===== config.mk =====
export PLATFORM = sky130hd
export DESIGN_NAME = tachometer_rpm
export DESIGN_NICKNAME = d
export VERILOG_FILES = /design/src/rtl/tachometer_rpm.sv
export SDC_FILE = /design/constraint.sdc
export NUM_CORES = 1
export LEC_CHECK = 0
export CAP_MARGIN = 15
export CORE_ASPECT_RATIO = 0.6
export CORE_UTILIZATION = 25
export CTS_CLUSTER_SIZE = 40
export DETAILED_ROUTE_END_ITERATION = 7
export HOLD_SLACK_MARGIN = 0.03
export PLACE_DENSITY_LB_ADDON = 0.15
export SETUP_SLACK_MARGIN = 0.02
export SYNTH_ARGS = -nofsm -noshare
export SYNTH_HDL_FRONTEND = slang
export SYNTH_SLANG_ARGS = --single-unit

===== constraint.sdc =====
create_clock -name clk -period 3.7 [get_ports clk]
set_clock_uncertainty 0.2 [all_clocks]
set_input_delay 1.11 -clock clk [delete_from_list [all_inputs] [get_ports clk]]
set_output_delay 1.11 -clock clk [all_outputs]
set_load 0.02 [all_outputs]

===== src/rtl/tachometer_rpm.sv =====
// Tachometer front end: synchronises and debounces a raw hall/encoder pulse, counts
// accepted rising edges over a fixed gate window and scales the count to RPM for the
// tach PID loop feedback port.
module tachometer_rpm #(
  parameter int unsigned CLK_FREQ_HZ     = 125_000_000,
  parameter int unsigned WINDOW_CYCLES   = 12_500_000,
  parameter int unsigned PULSES_PER_REV  = 600,
  parameter int unsigned DEBOUNCE_CYCLES = 4,
  parameter int unsigned RPM_RESOLUTION  = 10
) (
  input  logic                      clk,
  input  logic                      reset,
  input  logic                      en,
  input  logic                      tach_in,
  output logic [RPM_RESOLUTION-1:0] rpm,
  output logic                      rpm_valid,
  output logic                      rpm_sat
);

  // 60 * 125 MHz overflows 32 bits, so the scale is worked out in 64 bits.
  localparam longint unsigned ScaleNum  = 64'(60) * 64'(CLK_FREQ_HZ);
  localparam longint unsigned ScaleDen  = 64'(WINDOW_CYCLES) * 64'(PULSES_PER_REV);
  localparam longint unsigned RPM_SCALE = (ScaleDen == 0) ? 64'd0 : ScaleNum / ScaleDen;
  localparam longint unsigned ScaleRem  = (ScaleDen == 0) ? 64'd1 : ScaleNum % ScaleDen;

  // Edge count and timer share one width: the count must be able to hold WINDOW_CYCLES.
  localparam int unsigned CntW   = (WINDOW_CYCLES > 1) ? $clog2(WINDOW_CYCLES + 1) : 1;
  localparam int unsigned ScaleW = (RPM_SCALE > 1) ? $clog2(RPM_SCALE + 1) : 1;
  localparam int unsigned ProdW  = CntW + ScaleW;
  // Compare width keeps the full product and at least one bit above full scale.
  localparam int unsigned CmpW   = (ProdW > RPM_RESOLUTION) ? ProdW : RPM_RESOLUTION + 1;
  localparam int unsigned DbW    = (DEBOUNCE_CYCLES > 1) ? $clog2(DEBOUNCE_CYCLES) : 1;

  localparam logic [CmpW-1:0] ScaleVec  = CmpW'(RPM_SCALE);
  localparam logic [CmpW-1:0] FullScale = CmpW'({RPM_RESOLUTION{1'b1}});
  localparam logic [CntW-1:0] LastTick  = CntW'(WINDOW_CYCLES - 1);
  localparam logic [DbW-1:0]  DbLast    = DbW'(DEBOUNCE_CYCLES - 1);

  if ((ScaleDen == 0) || (ScaleRem != 0) || (RPM_SCALE < 1)) begin : g_bad_scale
    $error("tachometer_rpm: 60*CLK_FREQ_HZ must divide exactly by WINDOW_CYCLES*PULSES_PER_REV");
  end

  typedef enum logic [1:0] {
    StIdle,
    StFirst,
    StRun
  } state_e;

  state_e                state_q;
  logic                  sync1_q;
  logic                  sync2_q;
  logic                  filt_q;
  logic [DbW-1:0]        db_cnt_q;
  logic                  edge_q;
  logic [CntW-1:0]       timer_q;
  logic [CntW-1:0]       count_q;

  logic [CntW-1:0]       count_inc;
  logic [CmpW-1:0]       product;
  logic                  prod_sat;
  logic [RPM_RESOLUTION-1:0] rpm_next;

  // Synchroniser and debounce filter; runs regardless of en so re-enable sees no false edge.
  always_ff @(posedge clk or posedge reset) begin
    if (reset) begin
      sync1_q  <= 1'b0;
      sync2_q  <= 1'b0;
      filt_q   <= 1'b0;
      db_cnt_q <= '0;
      edge_q   <= 1'b0;
    end else begin
      sync1_q <= tach_in;
      sync2_q <= sync1_q;
      edge_q  <= 1'b0;
      if (sync2_q != filt_q) begin
        // Accept the new level only after DEBOUNCE_CYCLES disagreeing samples in a row.
        if (db_cnt_q == DbLast) begin
          filt_q   <= sync2_q;
          db_cnt_q <= '0;
          edge_q   <= sync2_q;
        end else begin
          db_cnt_q <= db_cnt_q + 1'b1;
        end
      end else begin
        db_cnt_q <= '0;
      end
    end
  end

  // Saturating count including this cycle's edge, and full-width scaled speed.
  always_comb begin
    count_inc = count_q;
    if (edge_q && (count_q != {CntW{1'b1}})) begin
      count_inc = count_q + 1'b1;
    end
    product  = CmpW'(count_inc) * ScaleVec;
    prod_sat = (product > FullScale);
    rpm_next = prod_sat ? {RPM_RESOLUTION{1'b1}} : product[RPM_RESOLUTION-1:0];
  end

  // Gate-window FSM with registered rpm, rpm_sat and rpm_valid outputs.
  always_ff @(posedge clk or posedge reset) begin
    if (reset) begin
      state_q   <= StIdle;
      timer_q   <= '0;
      count_q   <= '0;
      rpm       <= '0;
      rpm_sat   <= 1'b0;
      rpm_valid <= 1'b0;
    end else begin
      rpm_valid <= 1'b0;
      if (!en) begin
        // Disabling discards the partial window and clears the reported speed.
        state_q <= StIdle;
        timer_q <= '0;
        count_q <= '0;
        rpm     <= '0;
        rpm_sat <= 1'b0;
      end else begin
        unique case (state_q)
          StIdle: begin
            state_q <= StFirst;
            timer_q <= '0;
            count_q <= '0;
          end
          StFirst, StRun: begin
            if (timer_q == LastTick) begin
              // Window end: publish and restart without losing a gate cycle.
              state_q   <= StRun;
              timer_q   <= '0;
              count_q   <= '0;
              rpm       <= rpm_next;
              rpm_sat   <= prod_sat;
              rpm_valid <= 1'b1;
            end else begin
              timer_q <= timer_q + 1'b1;
              count_q <= count_inc;
            end
          end
          default: begin
            state_q <= StIdle;
            timer_q <= '0;
            count_q <= '0;
          end
        endcase
      end
    end
  end

endmodule

Yosys cells after proc, flatten, opt, wreduce, memory -nomap -nowiden
Index checks and enable logic that the tools add are counted.
{"block": "word_totals", "register_bits": 68, "input_bits": 4, "out_inout_bits": 12, "word_cells": 53}
{"block": "classes", "n_addsub": 3, "magnitude_cmp": 1, "n_eq_ne": 9, "mux": 24, "reduce_logical": 5}
{"cell": "$mux 24", "n": 7}
{"cell": "$add 24x1->24 const B", "n": 2}
{"cell": "$mux 10", "n": 4}
{"cell": "$eq 24x24->1 const B", "n": 1}
{"cell": "$gt 24x10->1 const B", "n": 1}
{"cell": "$ne 24x24->1 const B", "n": 1}
{"cell": "$mux 1", "n": 8}
{"cell": "$mux 2", "n": 4}
{"cell": "$eq 2x2->1 const B", "n": 2}
{"cell": "$ne 2x1->1 const B", "n": 2}
{"cell": "$pmux 2 s2", "n": 1}
{"cell": "$reduce_and 2->1", "n": 2}
{"cell": "$ne 3x3->1 const B", "n": 1}
{"cell": "$add 2x1->2 const B", "n": 1}
{"cell": "$eq 2x1->1 const B", "n": 1}
{"cell": "$logic_not 2->1", "n": 1}
{"cell": "$reduce_or 2->1", "n": 1}
{"cell": "$logic_and 1x1->1", "n": 1}
{"cell": "$ne 1x1->1", "n": 1}

Depth between registers and ports, before layout
Gate-level depths: netlist of run 1.
{"block": "depth", "word_depth": 8, "depth_mapped": 10, "ltp_nobuf": 8}

Worst setup path before layout of run 1
No wires, ideal clock.
{"block": "synth_path", "kind": "flip-flop to flip-flop", "from": "register count_q[0]", "to": "register rpm[0]", "setup_ns": 0.124, "arrival_time_ns": 2.185, "t_required_ns": 3.376, "slack_ns": 1.191, "stages_incl_launch_ff": 10, "path_buffers": 1, "synth_period_minus_slack_ns": 2.509, "cell_sequence": "dfrtp_1 ha_1 nand4_2 or2_4 o211ai_4 or3_1 a22oi_2 a41oi_2 buf_6 a211o_1"}
{"block": "synth_between", "elab_chain_cells": 8, "elab_cells_between_ends": 9, "cone_classes": "add/sub: 1; order compare: 1; eq/ne: 1; mux: 5; reduce/logical: 1"}
{"item": "start: declaration", "line_no": "56", "rtl": "logic [CntW-1:0] count_q;"}
{"item": "start signal: assignment", "line_no": "137", "rtl": "count_q <= count_inc;"}
{"item": "branches (longest 2 deep; another with $add 24x1->24)"}
{"item": "$mux 24 *", "line_no": "93", "rtl": "if (edge_q && (count_q != {CntW{1'b1}})) begin"}
{"item": "$gt 24x10->1", "line_no": "97", "rtl": "prod_sat = (product > FullScale);"}
{"item": "$mux 10 *", "line_no": "98", "rtl": "rpm_next = prod_sat ? {RPM_RESOLUTION{1'b1}} : product[RPM_RESOLUTION-1:0];"}
{"item": "$mux 10 *", "line_no": "127", "rtl": "if (timer_q == LastTick) begin"}
{"item": "$mux 10 *", "line_no": "120", "rtl": "unique case (state_q)"}
{"item": "$mux 10 *", "line_no": "112", "rtl": "if (!en) begin"}
{"item": "end signal: assignment", "line_no": "132", "rtl": "rpm <= rpm_next;"}
{"item": "end: declaration", "line_no": "15", "rtl": "output logic [RPM_RESOLUTION-1:0] rpm,"}
Mark *: on every way between the ends. The select of a mux whose other input is x is not followed.
A chain may end at the register's enable or synchronous reset.

Worst setup path after layout of run 1
{"block": "layout_path", "from": "register count_q[0]", "to": "register rpm[5]"}
Same word-level chain as after synthesis.

==> impl.org, run 1 <==
** Floorplan
- The die covers 0.0143 sq mm.
- Measured along the y axis, the die boundary spans 93.2 microns.
- Core Area :: between 0.01 and 0.015 sq mm
- Initial cell density of the core :: a little over a quarter
- Io pins :: 16
- Row cnt :: 32
- The floorplan step set the die width to roughly 150 microns.

** Logic synthesis
- Number of instances in the synthesized netlist :: 347
- Syn nets :: 355
- FF+latch count, synth :: 68
- Total of warnings raised by yosys :: 0
- Of the synthesized area, sequential elements account for about half.
- Number of distinct library cells after synthesis :: 47
- Averaged over all synthesized cells, the footprint is between 9 and 10 sq um.
- Summing every instance area after synthesis gives 0.00346 sq mm.
- Asr flop ratio synth :: 100%
- In this run, synthesis inferred 0 flip-flops with an integrated enable.
- Most used flip-flop cell after synthesis :: sky130_fd_sc_hd__dfrtp_1

** Detailed routing
- Count of antenna-violating nets left after detailed routing :: 0
- Total vias in the final route :: roughly 2500
- In the routed design, unresolved DRC markers number 0.
- After detailed routing, the total wire length is approximately 8000 microns.
- Detailed-routing iteration count for the pre-antenna-repair pass :: 4
- In this run, the number of DRC markers left after iteration 0 of detailed routing was roughly 160.
- Routed len/inst :: about 15 microns
- Dividing the detail-routed via count by the number of cells gives 4.56.

** Clocking
- For the worst-skew pair, the clock arrives at the later sink with an insertion delay of between 300 and 400 ps.
- The tree built by TritonCTS fans out to a little under 70 sinks.
- The number of gates resized after CTS was 0.
- Clock transition at path regs :: 60 ps
- Counting along the longest clock path gives a buffer depth of 2.
- Clock tree from TritonCTS :: done
- TritonCTS created 9 clock buffers.
- After clock tree synthesis, the setup repair step added 0 buffers.
- The root buffer cell chosen for the clock tree is sky130_fd_sc_hd__clkbuf_16.
- The H-tree was split into 3 levels.
- The number of hold buffers added after CTS was 0.

** Timing
- In this run the tightest slew margin relative to its limit is between 50% and 60%.
- Sum of negative setup slack :: 0 ps
- Setup repair after global routing left no endpoint under its margin.
- Final setup violation count :: 0
- For the pin with the worst max-slew slack, the measured transition is between 700 and 800 ps.
- Minimum period implied by the final worst setup slack :: 2970 ps
- Number of endpoints with negative hold slack in the final report :: 0
- Based on the critical path, the design can be clocked at up to approximately 340 MHz.
- Post-route worst setup slack :: roughly 730 ps
- The count of pins over their slew limit came to 0.
- Portion of the clock cycle consumed by the worst path in the final layout :: 80.4%

** Setup path
- STA puts the critical path data required time at ~3700 ps.
- Category of the most critical setup path :: flip-flop to flip-flop
- Data arrival time of the worst path :: around 3000 ps
- Stage delay of the slowest cell on the critical path :: roughly 400 ps
- The worst setup path is captured at a flip-flop.
- Traced cell by cell, the critical path runs through ha_1, nand4_2, or2_4, o211ai_4, o21ai_0, a22oi_2, a41oi_2, buf_4, a211o_2.
- Buf/Inv on CP :: 1
- Family with the most delay on the worst path :: compound AO/OA/AOI/OAI gates
- Of all nets on the critical path, the largest fanout is 11.
- The slowest stage of the critical path belongs to the cell sky130_fd_sc_hd__dfrtp_1.
- Kind of launch point of the worst setup path :: flip-flop

** Global route
- The layer flagged by global routing as most heavily used is met1.
- Global Route met2 Usage :: roughly 14%
- Met3 routing resource usage after global routing :: 3.71%
- Total global-route track usage :: roughly 12%
- GRT Residual Overflow :: 0
- The number of global-route vias before repair came to 2334.
- Global routing consumed, on the met1 layer, between 10% and 20% of the routing resources.
- Entering global routing, the biggest net connects 42 pins.
- Wire length of the first global-routing pass :: ~13000 microns
- Initial antenna violation count :: 0

** Finish
- Count of antenna diodes in the layout :: 0
- Fill cell instance count of the final layout :: about 1400
- After routing the design area is 0.00411 sq mm.
- Area of combinational cells with multiple inputs :: 0.00164 sq mm
- Compared with the post-synthesis result, the final layout area differs by 18.5%.
- Cells with a size suffix above 1 make up between 10 and 15% of the layout.
- In the layout the commonest cells are sky130_fd_sc_hd__nor2_1, sky130_fd_sc_hd__dfrtp_1, sky130_fd_sc_hd__xor2_1, sky130_fd_sc_hd__nand3_1, sky130_fd_sc_hd__nand2_1.
- Registers take about 0.0017 sq mm.
- Leaving out fill and tap cells, the most frequent cell in the layout is sky130_fd_sc_hd__nor2_1.
- The net count of the finished layout is around 370.

** Placed design
- HPWL Detailed :: 5560 microns
- During placement, the flow inserted port buffers numbering 15.
- Final RePlAce weighted congestion :: about 0.8
- Placed Area :: roughly 0.0038 sq mm
- Post-placement worst setup slack :: 773 ps

** Power
- Leakage Power :: between 1.5 and 2 nW
- In this run the power density over the cells is between 400 and 500 mW/mm^2.
- Worst IR drop on VDD :: around 0.20 mV

** Outcome
- Result of the run :: finished, final reports clean

** Flow run
- Max_cap viols :: 0

** Min path
- Class of the most critical hold timing path :: flip-flop to flip-flop
==> flip-flops by register name, summed over array words and instances, names as in the netlist <==
signal	cells
rpm_sat	1
state_q	2
count_q	24
sync1_q	1
filt_q	1
db_cnt_q	2
sync2_q	1
rpm	10
timer_q	24
rpm_valid	1
edge_q	1
==> where the power goes <==
group	switching [mW]	leakage, nW	internal [mW]
logic	0.0583	0.664	0.0334
clock network	0.329	0.134	0.523
registers	0.0127	0.939	0.764
==> final cells by class <==
type                    instances  area share (%)
clock inverters                 7            1.89
flip-flops and latches         68            41.5
clock buffers                   9            5.49
well taps                     170            5.18
repair buffers                 22            5.24
multi-input cells             255            40.0
inverters                       8           0.731
==> through the flow <==
stage	power, mW	utilization [%]	std cells	hold WS (ps)
2_1_floorplan	0.851	-	347	131
3_3_place_gp	0.882	28.9	523	142
3_5_place_dp	0.884	28.9	523	159
4_1_cts	1.76	31.2	539	180
5_1_grt	1.80	31.2	539	196
6_report	1.72	31.2	539	173
==> per-layer routing <==
layer  part of all wire (%)  up-vias  wire (microns)
met5                      0        -               0
met4                    1.0        0              79
met3                    4.6        7             365
met2                     35       53            2790
met1                     59     1175            4700
li1                       -     1225               -
==> cell usage after synthesis (2+ instances only) <==
cell	number	area share, %
sky130_fd_sc_hd__xnor2_1	19	4.8
sky130_fd_sc_hd__or3_1	3	0.54
sky130_fd_sc_hd__and3_1	7	1.3
sky130_fd_sc_hd__inv_1	8	0.87
sky130_fd_sc_hd__nor4_1	3	0.54
sky130_fd_sc_hd__nor4_4	2	1.2
sky130_fd_sc_hd__nor2b_1	2	0.36
sky130_fd_sc_hd__o21ai_0	6	0.87
sky130_fd_sc_hd__nand4_1	14	2.5
sky130_fd_sc_hd__dfrtp_1	68	49
sky130_fd_sc_hd__buf_6	3	0.98
sky130_fd_sc_hd__a31oi_1	3	0.54
sky130_fd_sc_hd__nand3b_1	2	0.43
sky130_fd_sc_hd__nand3_1	22	3.2
sky130_fd_sc_hd__nand2_1	20	2.2
sky130_fd_sc_hd__clkbuf_1	7	0.76
sky130_fd_sc_hd__buf_2	5	0.72
sky130_fd_sc_hd__xor2_1	28	7.1
sky130_fd_sc_hd__a211o_1	9	2.3
sky130_fd_sc_hd__and2_1	2	0.36
sky130_fd_sc_hd__nor2_1	73	7.9
sky130_fd_sc_hd__ha_1	4	1.4
sky130_fd_sc_hd__nor3_1	7	1.0
sky130_fd_sc_hd__mux2i_1	5	1.4
sky130_fd_sc_hd__and4_1	3	0.76
==> path summary, 6_finish.rpt <==
path | slack [ps] | endpoint | start | cells past startpoint
hold / removal | 170 | sync2_q$_DFF_PP0_ | sync1_q$_DFF_PP0_ | 0
setup / recovery | 730 | rpm[5]$_DFFE_PP0P_ | count_q[0]$_DFF_PP0_ | 9
min in group asynchronous | 930 | state_q[1]$_DFFE_PP0P_ | reset | 2
hold reg to reg | 170 | sync2_q$_DFF_PP0_ | sync1_q$_DFF_PP0_ | 0
setup reg to reg | 730 | rpm[5]$_DFFE_PP0P_ | count_q[0]$_DFF_PP0_ | 9
max in group asynchronous | 1650 | count_q[8]$_DFF_PP0_ | reset | 3
==> logic make-up (layout without fill, tap and decap cells) <==
| family | Yosys count | after routing | share of synthesized area [%] |
|---|---|---|---|
| and+or+nand+nor | 170 | 170 | 25.5 |
| adders and majority gates | 4 | 4 | 1.44 |
| muxes | 6 | 6 | 1.77 |
| DFF | 68 | 68 | 49.1 |
| AOI/OAI and AO/OA | 28 | 28 | 6.86 |
| buffers and inverters | 24 | 46 | 3.47 |
| xor gates and xnor gates | 47 | 47 | 11.9 |
(Power assumes the default switching activity.)
==> run 2, diff against run 1 <==
==> constraint.sdc (replaced) <==
create_clock -name clk -period 2.5 [get_ports clk]
set_clock_uncertainty 0.2 [all_clocks]
set_input_delay 0.75 -clock clk [delete_from_list [all_inputs] [get_ports clk]]
set_output_delay 0.75 -clock clk [all_outputs]
set_load 0.02 [all_outputs]
==> impl.org, run 2 (synthesis gave the netlist of run 1 again) <==
** Outcome
- Result of the run :: finished with violations (was finished, final reports clean)
- Violations in the final reports :: setup timing

** Clocking
- The TritonCTS buffer count is 9 (unchanged).
- Largest buffer count on any clock path :: 2 (unchanged)
- Clock tree from TritonCTS :: done (unchanged)
- The TritonCTS sink count came to 68 (unchanged).
- Clk root buf :: sky130_fd_sc_hd__clkbuf_16 (unchanged)
- Clock transition at path regs :: 60 ps (about the same)
- H-tree depth :: 3 (unchanged)
- Skew-Pair Late Insertion Delay :: 340 ps (was 330 ps)
- The quantity of hold-fixing buffers added after cts was 0 (unchanged).

** Finish
- Area growth from synthesis to layout :: 34.8% (was 18.5%)
- Most used cells in the layout excluding fill and tap cells: sky130_fd_sc_hd__nor2_1, sky130_fd_sc_hd__dfrtp_1, sky130_fd_sc_hd__buf_4, sky130_fd_sc_hd__xor2_1, sky130_fd_sc_hd__nand3_1 (was sky130_fd_sc_hd__nor2_1, sky130_fd_sc_hd__dfrtp_1, sky130_fd_sc_hd__xor2_1, sky130_fd_sc_hd__nand3_1, sky130_fd_sc_hd__nand2_1).
- The most frequent standard cell in the layout excluding fill and tap cells is sky130_fd_sc_hd__nor2_1 (unchanged).
- Net count, final :: 430 (was 372)
- Sequential standard cell area :: 0.00170 sq mm (unchanged)
- The fraction of final layout cells sized beyond drive strength 1 was 25.3% (was 11.1%).
- Count of antenna diodes in the layout :: 0 (unchanged)
- Area of combinational cells with multiple inputs :: 0.00173 sq mm (was 0.00164 sq mm)
- The final standard cell utilization of the core is 35.5% (was 31.2%).
- The filler cell count came to 1281 (was 1357).
- Largest registers: count_q x24, timer_q x24, rpm x10 (unchanged).

** Detailed routing
- The number of search-and-repair iterations in the first detailed-routing pass was 4 (unchanged).
- The number of DRC violations after detailed-routing iteration 0 came to 157 (was 162).
- Met3 wire length :: 278 microns (was 365 microns)
- The count of nets left with antenna violations after detail routing was 0 (unchanged).
- Top layer reached by signal wires :: met4 (unchanged)
- Wire length on met1 :: 4620 microns (was 4700 microns)
- Routed len/inst :: 13.6 microns (was 14.7 microns)
- WL final :: 8100 microns (was 7940 microns)
- Avg Vias per Cell :: 4.49 (was 4.56)
- The residual DRC count is 0 (unchanged).
- The number of vias after detailed routing is 2681 (was 2460).
- The routed length on met2 is 3130 microns (was 2790 microns).

** Floorplan
- The standard cell core area came to 0.0132 sq mm (unchanged).
- Io pins :: 16 (unchanged)
- The floorplan die width was 154 microns (unchanged).
- The overall die area came to 0.0143 sq mm (unchanged).
- The height of the chip came to 93.2 microns (unchanged).
- Initial cell density of the core :: 26.3% (unchanged)
- The number of standard-cell rows in the floorplan is 32 (unchanged).

** Timing
- The total setup violations reported at the end of the flow is 11 (was 0).
- The count of pins over their slew limit is 0 (unchanged).
- Slew headroom :: 64.3% (was 51.0%)
- Portion of the clock cycle consumed by the worst path in the final layout :: 103% (was 80.4%)
- Minimum period implied by the final worst setup slack :: 2570 ps (was 2970 ps)
- Post-route worst setup slack :: -68.4 ps (was 727 ps)
- Setup repair after global routing missed its margin: yes (was no).
- Number of endpoints with negative hold slack in the final report :: 0 (unchanged)
- Sum of negative setup slack :: -501 ps (was 0 ps)
- Maximum clock rate :: 389 MHz (was 336 MHz)
- Worst slew pin tran :: 532 ps (was 732 ps)

** Setup path
- The cell class contributing the biggest share of worst-path delay is compound AO/OA/AOI/OAI gates (unchanged).
- Buf/Inv on CP :: 2 (was 1)
- Cell at the slowest stage of the critical path :: sky130_fd_sc_hd__dfrtp_1 (unchanged)
- Category of the most critical setup path :: flip-flop to flip-flop (unchanged)
- Data arrival time of the worst path :: 2600 ps (was 2990 ps)
- Largest fanout of any net on the critical path :: 6 (was 11)
- The required time of the critical path came to 2530 ps (was 3720 ps).
- CP Cell Sequence :: nand4_4, buf_4, or2_4, o211ai_4, o21ai_1, a22oi_2, a41oi_4, buf_12, a211o_4 (was ha_1, nand4_2, or2_4, o211ai_4, o21ai_0, a22oi_2, a41oi_2, buf_4, a211o_2)
- Crit. End Element :: flip-flop (unchanged)
- Kind of launch point of the worst setup path :: flip-flop (unchanged)
- Stage delay of the slowest cell on the critical path :: 390 ps (was 400 ps)

** Global route
- The overall global routing resource usage came to 12.7% (was 12.1%).
- The pin count of the biggest net entering global routing was 69 (was 42).
- Wire length of the first global-routing pass :: 14000 microns (was 13000 microns)
- Initial antenna violation count :: 0 (unchanged)
- GRT Residual Overflow :: 0 (unchanged)
- Vias in the first global route :: 2612 (was 2334)

** Placed design
- Number of port buffers :: 15 (unchanged)
- HPWL Detailed :: 5580 microns (was 5560 microns)
- Final RePlAce weighted congestion :: 0.804 (was 0.784)

** Power
- The peak supply drop was 0.291 mV (was 0.202 mV).
- The total power was 2.58 mW (was 1.72 mW).
- The leakage power of the design came to 2.06 nW (was 1.74 nW).
- The total power per unit cell area came to 552 mW/mm^2 (was 419 mW/mm^2).

** Min path
- Class of the most critical hold timing path :: flip-flop to flip-flop (unchanged)

** Flow run
- Max_cap viols :: 0 (unchanged)
==> run 2: changes by cell type in the layout (fill, tap and decap cells not counted), sizes merged <==
cell and change:
buf +57, clkbuf +1
==> run 2: worst paths after layout <==
path,cells past startpoint,start,to,slack [ps]
worst max-delay path,9,count_q[6]$_DFF_PP0_,rpm[5]$_DFFE_PP0P_,-70
worst min-delay path,0,sync1_q$_DFF_PP0_,sync2_q$_DFF_PP0_,160
worst max register to register,9,count_q[6]$_DFF_PP0_,rpm[5]$_DFFE_PP0P_,-70
worst min register to register,0,sync1_q$_DFF_PP0_,sync2_q$_DFF_PP0_,160
max in group asynchronous,3,reset,count_q[14]$_DFF_PP0_,1130
min in group asynchronous,3,reset,rpm[8]$_DFFE_PP0P_,650
==> run 2: metrics by stage <==
stage	cell area [sq um]	worst slack [ps]	instances	hold slack (ps)
global placement	4200	-171	572	135
detailed placement	4200	-159	572	139
CTS	4640	-87.6	595	162
floorplan	3470	26.8	347	131
finish	4670	-68.4	597	160
global route	4670	-166	597	174
==> run 2: power breakdown <==
group          total [mW]  switching (mW)  internal (mW)
registers            1.15          0.0167           1.13
logic               0.146          0.0877         0.0583
clock network        1.29           0.511          0.775
total                2.58           0.615           1.96
==> run 2: repair_timing <==
item	in CTS	in global routing
buffers inserted	6	2
endpoints found under the setup margin	11	24
pin swaps	21	6
endpoints found under the hold margin	0	0
gates resized for setup	13	5
cloned	1	0
==> run 2: cell type report <==
cell class              count  area share (%)
clock buffers               9            4.82
flip-flops and latches     68            36.4
multi-input cells         255            36.9
repair buffers             80            14.9
inverters                   8           0.723
clock inverters             7            1.61
well taps                 170            4.55
==> run 2: per-layer routing <==
metal  global-route usage (%)  vias up
li1                         -     1342
met1                     19.3     1292
met2                     16.9       39
met3                     3.57        8
met4                     3.75        0
met5                        0        -
